<file path="src/rtl/somador_serial_param.sv">
// somador_serial_param: chunk-serial WIDTH-bit adder/subtractor.
// Each clock adds CHUNK bits, LSB first, through a registered carry.
// Handshake is start/busy/done. R, Cout and Ovf hold between completions.
// Subtraction is computed as A + ~B + 1. Cout=1 then means "no borrow".
module somador_serial_param #(
    parameter int WIDTH = 8,
    parameter int CHUNK = 2
) (
    input  logic             clk,
    input  logic             rst_n,
    input  logic             start,
    input  logic             sub,
    input  logic [WIDTH-1:0] A,
    input  logic [WIDTH-1:0] B,
    input  logic             Cin,
    output logic [WIDTH-1:0] R,
    output logic             Cout,
    output logic             Ovf,
    output logic             busy,
    output logic             done
);

    localparam int NSTEP = WIDTH / CHUNK;
    localparam int CNTW  = $clog2(NSTEP) + 1;

    typedef enum logic {
        S_IDLE = 1'b0,
        S_CALC = 1'b1
    } state_t;

    state_t            r_state;
    state_t            w_state_next;
    logic              w_accept;
    logic              w_finish;

    logic [WIDTH-1:0]  r_a;
    logic [WIDTH-1:0]  r_b;
    logic              r_carry;
    logic [CNTW-1:0]   r_cnt;

    logic [WIDTH-1:0]  r_r;
    logic              r_cout;
    logic              r_ovf;
    logic              r_done;

    logic [CHUNK:0]    w_chunk_sum;
    logic              w_msb_cin;
    logic              w_last;
    logic [WIDTH-1:0]  w_result;

    // The chunk adder works on the low CHUNK bits of both operand registers.
    assign w_chunk_sum = {1'b0, r_a[CHUNK-1:0]} + {1'b0, r_b[CHUNK-1:0]}
                       + {{CHUNK{1'b0}}, r_carry};

    // The carry into the top bit of the chunk is recovered from its sum bit.
    // On the last step that top bit is bit WIDTH-1 of the whole word.
    assign w_msb_cin = w_chunk_sum[CHUNK-1] ^ r_a[CHUNK-1] ^ r_b[CHUNK-1];

    assign w_last = (r_cnt == CNTW'(NSTEP - 1));

    // Partial result assembly. Chunks enter from the MSB side. After NSTEP-1
    // steps the register holds every chunk except the one now being added.
    if (CHUNK == WIDTH) begin : g_single
        assign w_result = w_chunk_sum[CHUNK-1:0];
    end else begin : g_multi
        logic [WIDTH-CHUNK-1:0] r_acc;

        assign w_result = {w_chunk_sum[CHUNK-1:0], r_acc};

        // Shift the newly computed chunk into the partial result.
        always_ff @(posedge clk or negedge rst_n) begin
            if (!rst_n) begin
                r_acc <= '0;
            end else if (r_state == S_CALC) begin
                r_acc <= w_result[WIDTH-1:CHUNK];
            end
        end
    end

    // State register.
    always_ff @(posedge clk or negedge rst_n) begin
        // NOTE: flops take non-blocking assignments. Then every flop samples
        // pre-edge values, whatever order the blocks are evaluated in.
        if (!rst_n) begin
            r_state <= S_IDLE;
        end else begin
            r_state <= w_state_next;
        end
    end

    // Next-state logic. It accepts start only in IDLE and finishes on the last step.
    always_comb begin
        // NOTE: every signal gets a default before the case statement.
        // Otherwise an unassigned path infers a latch.
        w_state_next = r_state;
        w_accept     = 1'b0;
        w_finish     = 1'b0;
        case (r_state)
            S_IDLE: begin
                if (start) begin
                    w_accept     = 1'b1;
                    w_state_next = S_CALC;
                end
            end
            S_CALC: begin
                if (w_last) begin
                    w_finish     = 1'b1;
                    w_state_next = S_IDLE;
                end
            end
        endcase
    end

    // Operand capture, per-chunk datapath stepping and result commit.
    always_ff @(posedge clk or negedge rst_n) begin
        // NOTE: all datapath registers are reset, not only the control
        // state. That way an aborted operation leaves nothing stale behind.
        if (!rst_n) begin
            r_a     <= '0;
            r_b     <= '0;
            r_carry <= 1'b0;
            r_cnt   <= '0;
            r_r     <= '0;
            r_cout  <= 1'b0;
            r_ovf   <= 1'b0;
            r_done  <= 1'b0;
        end else begin
            r_done <= w_finish;
            if (w_accept) begin
                r_a     <= A;
                r_b     <= sub ? ~B : B;
                r_carry <= sub ? 1'b1 : Cin;
                r_cnt   <= '0;
            end else if (r_state == S_CALC) begin
                r_a     <= r_a >> CHUNK;
                r_b     <= r_b >> CHUNK;
                r_carry <= w_chunk_sum[CHUNK];
                r_cnt   <= r_cnt + CNTW'(1);
            end
            if (w_finish) begin
                r_r    <= w_result;
                r_cout <= w_chunk_sum[CHUNK];
                r_ovf  <= w_msb_cin ^ w_chunk_sum[CHUNK];
            end
        end
    end

    assign R    = r_r;
    assign Cout = r_cout;
    assign Ovf  = r_ovf;
    assign busy = (r_state == S_CALC);
    assign done = r_done;

endmodule

</file>
<file path="config.mk">
export PLATFORM = sky130hd
export DESIGN_NAME = somador_serial_param
export DESIGN_NICKNAME = d
export VERILOG_FILES = /design/src/rtl/somador_serial_param.sv
export SDC_FILE = /design/constraint.sdc
export NUM_CORES = 1
export LEC_CHECK = 0
export BUFFER_PORTS_ARGS = -buffer_cell sky130_fd_sc_hd__buf_2
export CORE_ASPECT_RATIO = 2
export CORE_UTILIZATION = 43
export CTS_CLUSTER_SIZE = 40
export DETAILED_ROUTE_END_ITERATION = 7
export GPL_TIMING_DRIVEN = 0
export PLACE_DENSITY = 0.67
export SYNTH_ARGS = -nofsm -noshare
export SYNTH_HDL_FRONTEND = slang
export SYNTH_SLANG_ARGS = --single-unit
</file>
<file path="constraint.sdc">
create_clock -name clk -period 2.2 [get_ports clk]
set_input_delay 0.33 -clock clk [delete_from_list [all_inputs] [get_ports clk]]
set_output_delay 0.33 -clock clk [all_outputs]
set_load 0.01 [all_outputs]
</file>
[After elaboration in Yosys (flattened, before gate mapping)]
Index checks and enable logic that the tools add are counted.
Storage, ports and cells
  register bits after elaboration: 38
  logic and storage cells: 36
  output and inout port bits: 12
Operators by class
  add/sub/neg operators: 3
  mux-type cells: 16
  equality and inequality tests: 1
  reductions and logical operators: 1
  bitwise gates (word level): 5
Operator list (number)
  $mux 8: 5
  $mux 1: 8
  $not 8->8: 1
  $mux 3: 2
  $add 2x2->3: 1
  $add 3x1->3: 1
  $add 3x1->3 const B: 1
  $eq 3x2->1 const B: 1
  $xor 1x1->1: 3
  $pmux 1 s2: 1
  $reduce_bool 2->1: 1
  $not 1->1: 1

[Longest topological paths before layout]
Gate-level depths: netlist of run 1.
  depth in word-level cells: 5
  depth in mapped cells: 6
  mapped depth without buffers: 6

[Worst setup path before layout of run 1]
OpenSTA, ideal clock, no wires.
  kind: reg-to-reg
  start point: register r_a[0]
  end point: register r_ovf, in the netlist Ovf
  setup time: 126 ps
  required time: 2074 ps
  period minus slack after synthesis: 1782 ps
  stages on the path, launching flop included: 7
  path slack: 418 ps
  data arrival time: 1656 ps
  path through: dfrtp_1 -> inv_1 -> fa_1 -> fa_1 -> xnor2_1 -> xnor2_1 -> o21ai_0
Between the ends
  longest elaborated chain between the ends: 5
RTL lines
  start: declaration: line 36  | logic [WIDTH-1:0] r_a;
  start signal: assignment: line 135  | r_a <= r_a >> CHUNK;
  $add 2x2->3 (*): line 52  | assign w_chunk_sum = {1'b0, r_a[CHUNK-1:0]} + {1'b0, r_b[CHUNK-1:0]}
  $add 3x1->3 (*): line 53  | + {{CHUNK{1'b0}}, r_carry};
  $xor 1x1->1 (2 in series): line 57  | assign w_msb_cin = w_chunk_sum[CHUNK-1] ^ r_a[CHUNK-1] ^ r_b[CHUNK-1];
  $xor 1x1->1 (*): line 143  | r_ovf <= w_msb_cin ^ w_chunk_sum[CHUNK];
  end signal: assignment: line 143
  end: declaration: line 43  | logic r_ovf;
Every way passes the cells marked *; elsewhere a longest branch is shown, timed or not.
A chain may end at the register's enable or synchronous reset.

[Final worst setup path of run 1]
Same ends and word-level chain as after synthesis.

==> impl_metrics.py, run 1 <==
metrics = {
    "worst_setup_path": {
        "crit_fanout": 3,
        "worstSetupStartpointType": "register",
        "startpoint": "r_a[0]$_DFFE_PN0P_",
        "timing.rr.start": "r_a[0]$_DFFE_PN0P_",
        "endpoint_kind": "register",
        "crit_type": "reg -> reg",
        "critPathArrivalTime_ps": 2060,
        "required_ps": 2360,
    },
    "grt": {
        "antenna_found_initial": 0,
        "grt_usage_pct": 17.38,
        "gr-usage-met1_pct": 17.47,
        "top_usage_layer": "met2",
        "met2_usage_pct": 30.67,
        "grt_overflow": 0,
        "grt.met3_usage_pct": 4.771,
        "grt_pass1_wl_um": 5299,
        "grt_max_degree": 39,
        "first_global_vias": 1208,
    },
    "timing": {
        "slew_headroom_pct": 45.23,
        "slew_violations": 0,
        "tns_ps": 0,
        "grt_setup_unrepaired": "false",
        "hold_violations": 0,
        "finClkSkew_ps": 7.213,
        "worst_pin_slew_ps": 821.5,
        "period_minus_slack_ps": 1892,
        "final-setup-viol-count": 0,
        "post-route-period-util_pct": 85.99,
        "clock.fmax_ghz": 0.5286,
    },
    "synth": {
        "seq_area_frac_synth_pct": 55.68,
        "synth_xor_area_share_pct": 5.641,
        "synth_top_family_by_area": "multiplexers",
        "netlist_area_um2": 1708,
        "postSynthAreaPerCell_um2": 11.70,
        "synthAdderAreaFrac_pct": 3.810,
        "muxShareOfSynthArea_pct": 15.02,
        "yosys_warnings": 0,
        "synth.distinct_cells": 22,
        "synth_compound_area_share_pct": 7.912,
        "ys_seq_elements": 38,
        "synth-simple-area-share_pct": 6.960,
        "synth_nets": 171,
        "syn_inst": 146,
    },
    "pwr": {
        "leakage_uw": 0.001000,
        "total_power_uw": 2493,
        "p_per_area_nw_per_um2": 1243,
        "peakVddDrop_mv": 0.6639,
    },
    "clock_network": {
        "cts_made_buffers": 5,
        "clk_latency_ps": 290,
        "cts_setup_buffers": 0,
        "ctsHtreeMaxLevel": 2,
        "cts_num_sinks": 38,
        "post_cts_resized": 0,
        "clock_path_buffers": 2,
        "cts_tree": "done",
        "cts.clk_slew.worst_paths_ps": 70,
        "root_buffer": "clkbuf_8",
        "cts_hold_buf": 0,
    },
    "floorplan": {
        "num_rows": 32,
        "io_pins": 33,
        "die-area_um2": 4243,
        "die_height_um": 91.13,
        "chipWidth_um": 46.57,
        "initial_core_util_pct": 44.43,
        "core_um2": 3844,
    },
    "run_status": {
        "status": "complete, no violations",
    },
    "detailed_routing": {
        "drc": 0,
        "firstDrtPassIters": 4,
        "dr_total_vias": 1152,
        "ant_nets": 0,
        "drtIter0Drc": 10,
        "vias_per_cell": 4.902,
        "wirelength_um": 3132,
        "wl_per_cell_um": 13.33,
    },
    "cells_and_area": {
        "antennaDiodeCount": 0,
        "mostFrequentLayoutCell": "dfrtp_1",
        "final_nets": 209,
        "area_growth_syn_to_layout_pct": 17.44,
        "layout_common_cells": "38 x dfrtp_1, 33 x buf_2, 21 x o21ai_0, 19 x nand2_1, 14 x mux2i_1",
        "fin_area_um2": 2006,
        "stdcell_count": 235,
        "drive_gt1_share_pct": 29.89,
        "fin_util_pct": 52.18,
    },
    "placement": {
        "dpl-instance-area_um2": 1927,
        "dpl.cell_count": 228,
        "gp_routability_congestion": 0.7074,
        "io_buffers": 31,
        "dpl.hpwl_um": 2408,
    },
    "worst_hold_path": {
        "hp-class": "in -> async",
    },
    "job": {
        "drv_cap": 0,
    },
}
-- kinds of logic after synthesis --
| kind of cell | count (synthesis) |
|---|---|
| compound gates | 25 |
| xor+xnor | 11 |
| simple gates | 28 |
| flops | 38 |
| buf+inv | 16 |
| fa+ha+maj | 4 |
| mux | 24 |
-- registers in the layout, summed over array words and instances (netlist names) --
name           flops
Ovf                1
Cout               1
r_cnt              3
R                  8
r_a                8
r_b                8
done               1
g_multi.r_acc      6
r_carry            1
busy               1
-- cell usage after synthesis --
cell type | instances | area share [%]
mux2_2 | 9 | 5.9
nor3b_1 | 1 | 0.44
o21ai_0 | 21 | 6.2
clkbuf_1 | 2 | 0.44
xnor2_1 | 5 | 2.6
ha_1 | 2 | 1.5
fa_1 | 2 | 2.3
buf_6 | 2 | 1.3
buf_2 | 2 | 0.59
dfrtp_1 | 38 | 56
inv_1 | 8 | 1.8
buf_4 | 2 | 0.88
or3_1 | 1 | 0.37
nand2_1 | 19 | 4.2
a211oi_1 | 2 | 0.88
mux2i_1 | 14 | 8.2
o22ai_1 | 1 | 0.37
a22o_1 | 1 | 0.51
xor2_1 | 6 | 3.1
nand2_4 | 1 | 0.66
mux2_4 | 1 | 0.88
nor2_1 | 6 | 1.3
-- layout make-up --
cell class | instances | area, um^2
Clock inverter | 2 | 10.01
Tap cell | 51 | 63.81
Fill cell | 379 | 1838
Clock buffer | 5 | 68.82
Sequential cell | 38 | 950.9
Multi-Input combinational cell | 92 | 671.9
Timing Repair Buffer | 31 | 155.1
Inverter | 8 | 30.03
Buffer | 8 | 55.05
-- critical path, cell delays in order, from the launching register on --
cell     delay [ps]
dfrtp_1         350
inv_1            70
fa_1            440
fa_1            490
xnor2_1         200
xnor2_1         130
o21ai_0          90
-- metal layers --
layer	vias to the layer above	share of wire, %
li1	558	-
met1	557	37
met2	30	58
met3	7	3.5
met4	0	1.8
met5	-	0
-- worst paths after layout --
path                                                end  slack, ps  cells after the start
max reg2reg                             Ovf$_DFFE_PN0P_        310                      6
min in group clk                     r_a[7]$_DFFE_PN0P_        290                      3
min                                    Cout$_DFFE_PN0P_        140                      1
min reg2reg                            R[7]$_DFFE_PN0P_        490                      2
max in group asynchronous  g_multi.r_acc[2]$_DFFE_PN0P_       1540                      1
max                                     Ovf$_DFFE_PN0P_        310                      6
-- through the flow --
stage          hold WS [ps]  worst slack, ps
2_1_floorplan         34.41            418.0
6_report              137.7            308.1
5_1_grt               213.5            211.2
4_1_cts               167.6            280.0
3_5_place_dp          475.4            302.2
3_3_place_gp          456.6            331.0
-- where the power goes --
group	internal [uW]	total [uW]	switching [uW]
Sequential	971	1120	147
Clock	212	443	231
Combinational	443	931	489
Total	1630	2490	867
(Power assumes the default switching activity.)
==> inputs of run 2 (changes only) <==
==> config.mk (replaced) <==
export PLATFORM = sky130hd
export DESIGN_NAME = somador_serial_param
export DESIGN_NICKNAME = d
export VERILOG_FILES = /design/src/rtl/somador_serial_param.sv
export SDC_FILE = /design/constraint.sdc
export NUM_CORES = 1
export LEC_CHECK = 0
export CORE_ASPECT_RATIO = 2
export CORE_UTILIZATION = 43
export CTS_CLUSTER_DIAMETER = 40
export CTS_CLUSTER_SIZE = 40
export DETAILED_ROUTE_END_ITERATION = 7
export DONT_BUFFER_PORTS = 1
export PLACE_DENSITY = 0.6
export SYNTH_ARGS = -nofsm -noshare
export SYNTH_HDL_FRONTEND = slang
export SYNTH_SLANG_ARGS = --single-unit
==> run 2 against run 1 <==
  * The flow now finishes with violations (design-rule violations)
  * Critical path depth is the same
  * Clock power is 28% higher
  * Sequential power up 7%
  * Clock skew decreased by 2.1 ps
  * Sequential share of layout area up 3.6 points
  * Register-to-register slack got worse by 60 ps
  * Global-route usage shrank 1.5 points
  * Critical path type unchanged
  * Largest cell class unchanged
  * Largest power group unchanged
==> impl_metrics.py, run 2 (same netlist as run 1, synthesis figures left out) <==
metrics = {
    "run_status": {
        "status": "complete, but fails checks",
        "violations": "design-rule violations",
    },
    "timing": {
        "tns_ps": 0,
        "period_minus_slack_ps": 1953,
        "post-route-period-util_pct": 88.79,
        "final-setup-viol-count": 0,
        "worst_pin_slew_ps": 377.5,
        "fin_ws_ps": 246.6,
        "slew_headroom_pct": 74.83,
        "grt_setup_unrepaired": "false",
        "slew_violations": 0,
        "clock.fmax_ghz": 0.5119,
        "finClkSkew_ps": 5.139,
        "hold_violations": 0,
    },
    "grt": {
        "grt_pass1_wl_um": 4816,
        "grt_max_degree": 39,
        "gr-usage-met1_pct": 17.06,
        "grt_usage_pct": 15.84,
        "grt.met3_usage_pct": 4.970,
        "first_global_vias": 1111,
        "antenna_found_initial": 0,
        "top_usage_layer": "met2",
        "met2_usage_pct": 26.27,
        "grt_overflow": 0,
    },
    "detailed_routing": {
        "ant_nets": 0,
        "vias_per_cell": 5.205,
        "firstDrtPassIters": 6,
        "drc": 1,
        "drtIter0Drc": 10,
        "wirelength_um": 2800,
        "wl_per_cell_um": 14.00,
        "dr_total_vias": 1041,
    },
    "clock_network": {
        "clk_latency_ps": 280,
        "cts_tree": "done",
        "cts_num_sinks": 38,
        "cts_made_buffers": 5,
        "ctsHtreeMaxLevel": 2,
        "cts_setup_buffers": 0,
        "cts.clk_slew.worst_paths_ps": 70,
        "post_cts_resized": 0,
        "clock_path_buffers": 2,
        "root_buffer": "clkbuf_8",
    },
    "worst_hold_path": {
        "hold_path_end": "r_b[6]$_DFFE_PN0P_",
        "hp-class": "in -> reg",
        "hold_depth": 1,
        "worstHoldStart": "start",
    },
    "floorplan": {
        "die-area_um2": 4243,
        "core_um2": 3844,
        "chipWidth_um": 46.57,
        "die_height_um": 91.13,
        "io_pins": 33,
        "initial_core_util_pct": 44.43,
        "num_rows": 32,
    },
    "worst_setup_path": {
        "crit_type": "reg -> reg",
        "critPathArrivalTime_ps": 2110,
        "timing.rr.start": "r_a[0]$_DFFE_PN0P_",
        "endpoint_kind": "register",
        "rr_worst_depth": 6,
        "crit_fanout": 3,
        "required_ps": 2360,
        "rrSetupSlack_ps": 250,
        "rr_endpoint": "Ovf$_DFFE_PN0P_",
        "worstSetupStartpointType": "register",
    },
    "cells_and_area": {
        "layout_common_cells": "38 x dfrtp_1, 21 x o21ai_0, 19 x nand2_1, 14 x mux2i_1, 9 x mux2_2",
        "fin_area_um2": 1863,
        "fill_cells": 379,
        "final_nets": 173,
        "drive_gt1_share_pct": 14.09,
        "stdcell_count": 200,
        "area_growth_syn_to_layout_pct": 9.084,
        "antennaDiodeCount": 0,
        "mostFrequentLayoutCell": "dfrtp_1",
    },
    "job": {
        "drv_cap": 0,
    },
    "pwr": {
        "p_per_area_nw_per_um2": 1320,
        "peakVddDrop_mv": 0.7435,
        "leakage_uw": 0.0008711,
    },
    "placement": {
        "dpl.cell_count": 190,
        "place_ws_ps": 281.7,
        "gp_routability_congestion": 0.6720,
        "dpl.hpwl_um": 2042,
        "dpl-instance-area_um2": 1724,
        "io_buffers": 0,
    },
}
-- run 2: power by group --
| part | switching [uW] | leakage (uW) | internal, uW |
|---|---|---|---|
| clock network | 233 | 0.0000579 | 333 |
| registers | 226 | 0.000494 | 971 |
| logic | 353 | 0.000319 | 343 |
| total | 812 | 0.000871 | 1650 |
-- run 2: worst max path at each step --
stage / startpoint / endpoint / slack (ps) / depth (start not counted)
after CTS: r_a[0]$_DFFE_PN0P_ / Ovf$_DFFE_PN0P_ / 270 / 6
after detailed placement: r_a[0]$_DFFE_PN0P_ / Ovf$_DFFE_PN0P_ / 280 / 6
after floorplan: r_a[0]$_DFFE_PN0P_ / Ovf$_DFFE_PN0P_ / 420 / 6
final: r_a[0]$_DFFE_PN0P_ / Ovf$_DFFE_PN0P_ / 250 / 6
after global placement: r_a[0]$_DFFE_PN0P_ / Ovf$_DFFE_PN0P_ / 380 / 6
after global routing: r_a[0]$_DFFE_PN0P_ / Ovf$_DFFE_PN0P_ / 140 / 6
-- run 2: cell type report --
type,count,area [um^2],area share (%)
clock buffer,5,68.82,3.694
clock inverter,3,40.04,2.149
inverter,8,30.03,1.612
multi-input combinational,92,671.9,36.06
sequential,38,950.9,51.04
tap,51,63.81,3.425
timing repair buffer,3,37.54,2.015
-- run 2: critical path: stages (launching register included) --
cell and delay [ps]:
dfrtp_1 350, inv_1 60, fa_1 450, fa_1 490
xnor2_1 240, xnor2_1 140, o21ai_0 90
-- run 2: routing by layer --
metal	vias to the layer above	routed length [um]
li1	485	-
met1	522	1058
met2	30	1578
met3	4	121
met4	0	42
met5	-	0
-- run 2: timing repair --
item | 4_1_cts | 5_1_grt
hold endpoints to repair | 38 | 0
hold buffers | 2 | 0
setup endpoints to repair | 0 | 0
-- run 2: per-stage QoR --
step | util (%) | power, uW | hold slack (ps)
floorplan | - | 1778 | 34.41
global placement | 44.86 | 1854 | 35.16
detailed placement | 44.86 | 1912 | 35.51
CTS | 48.47 | 2505 | 123.8
global route | 48.47 | 2650 | 129.8
finish | 48.47 | 2459 | 135.0
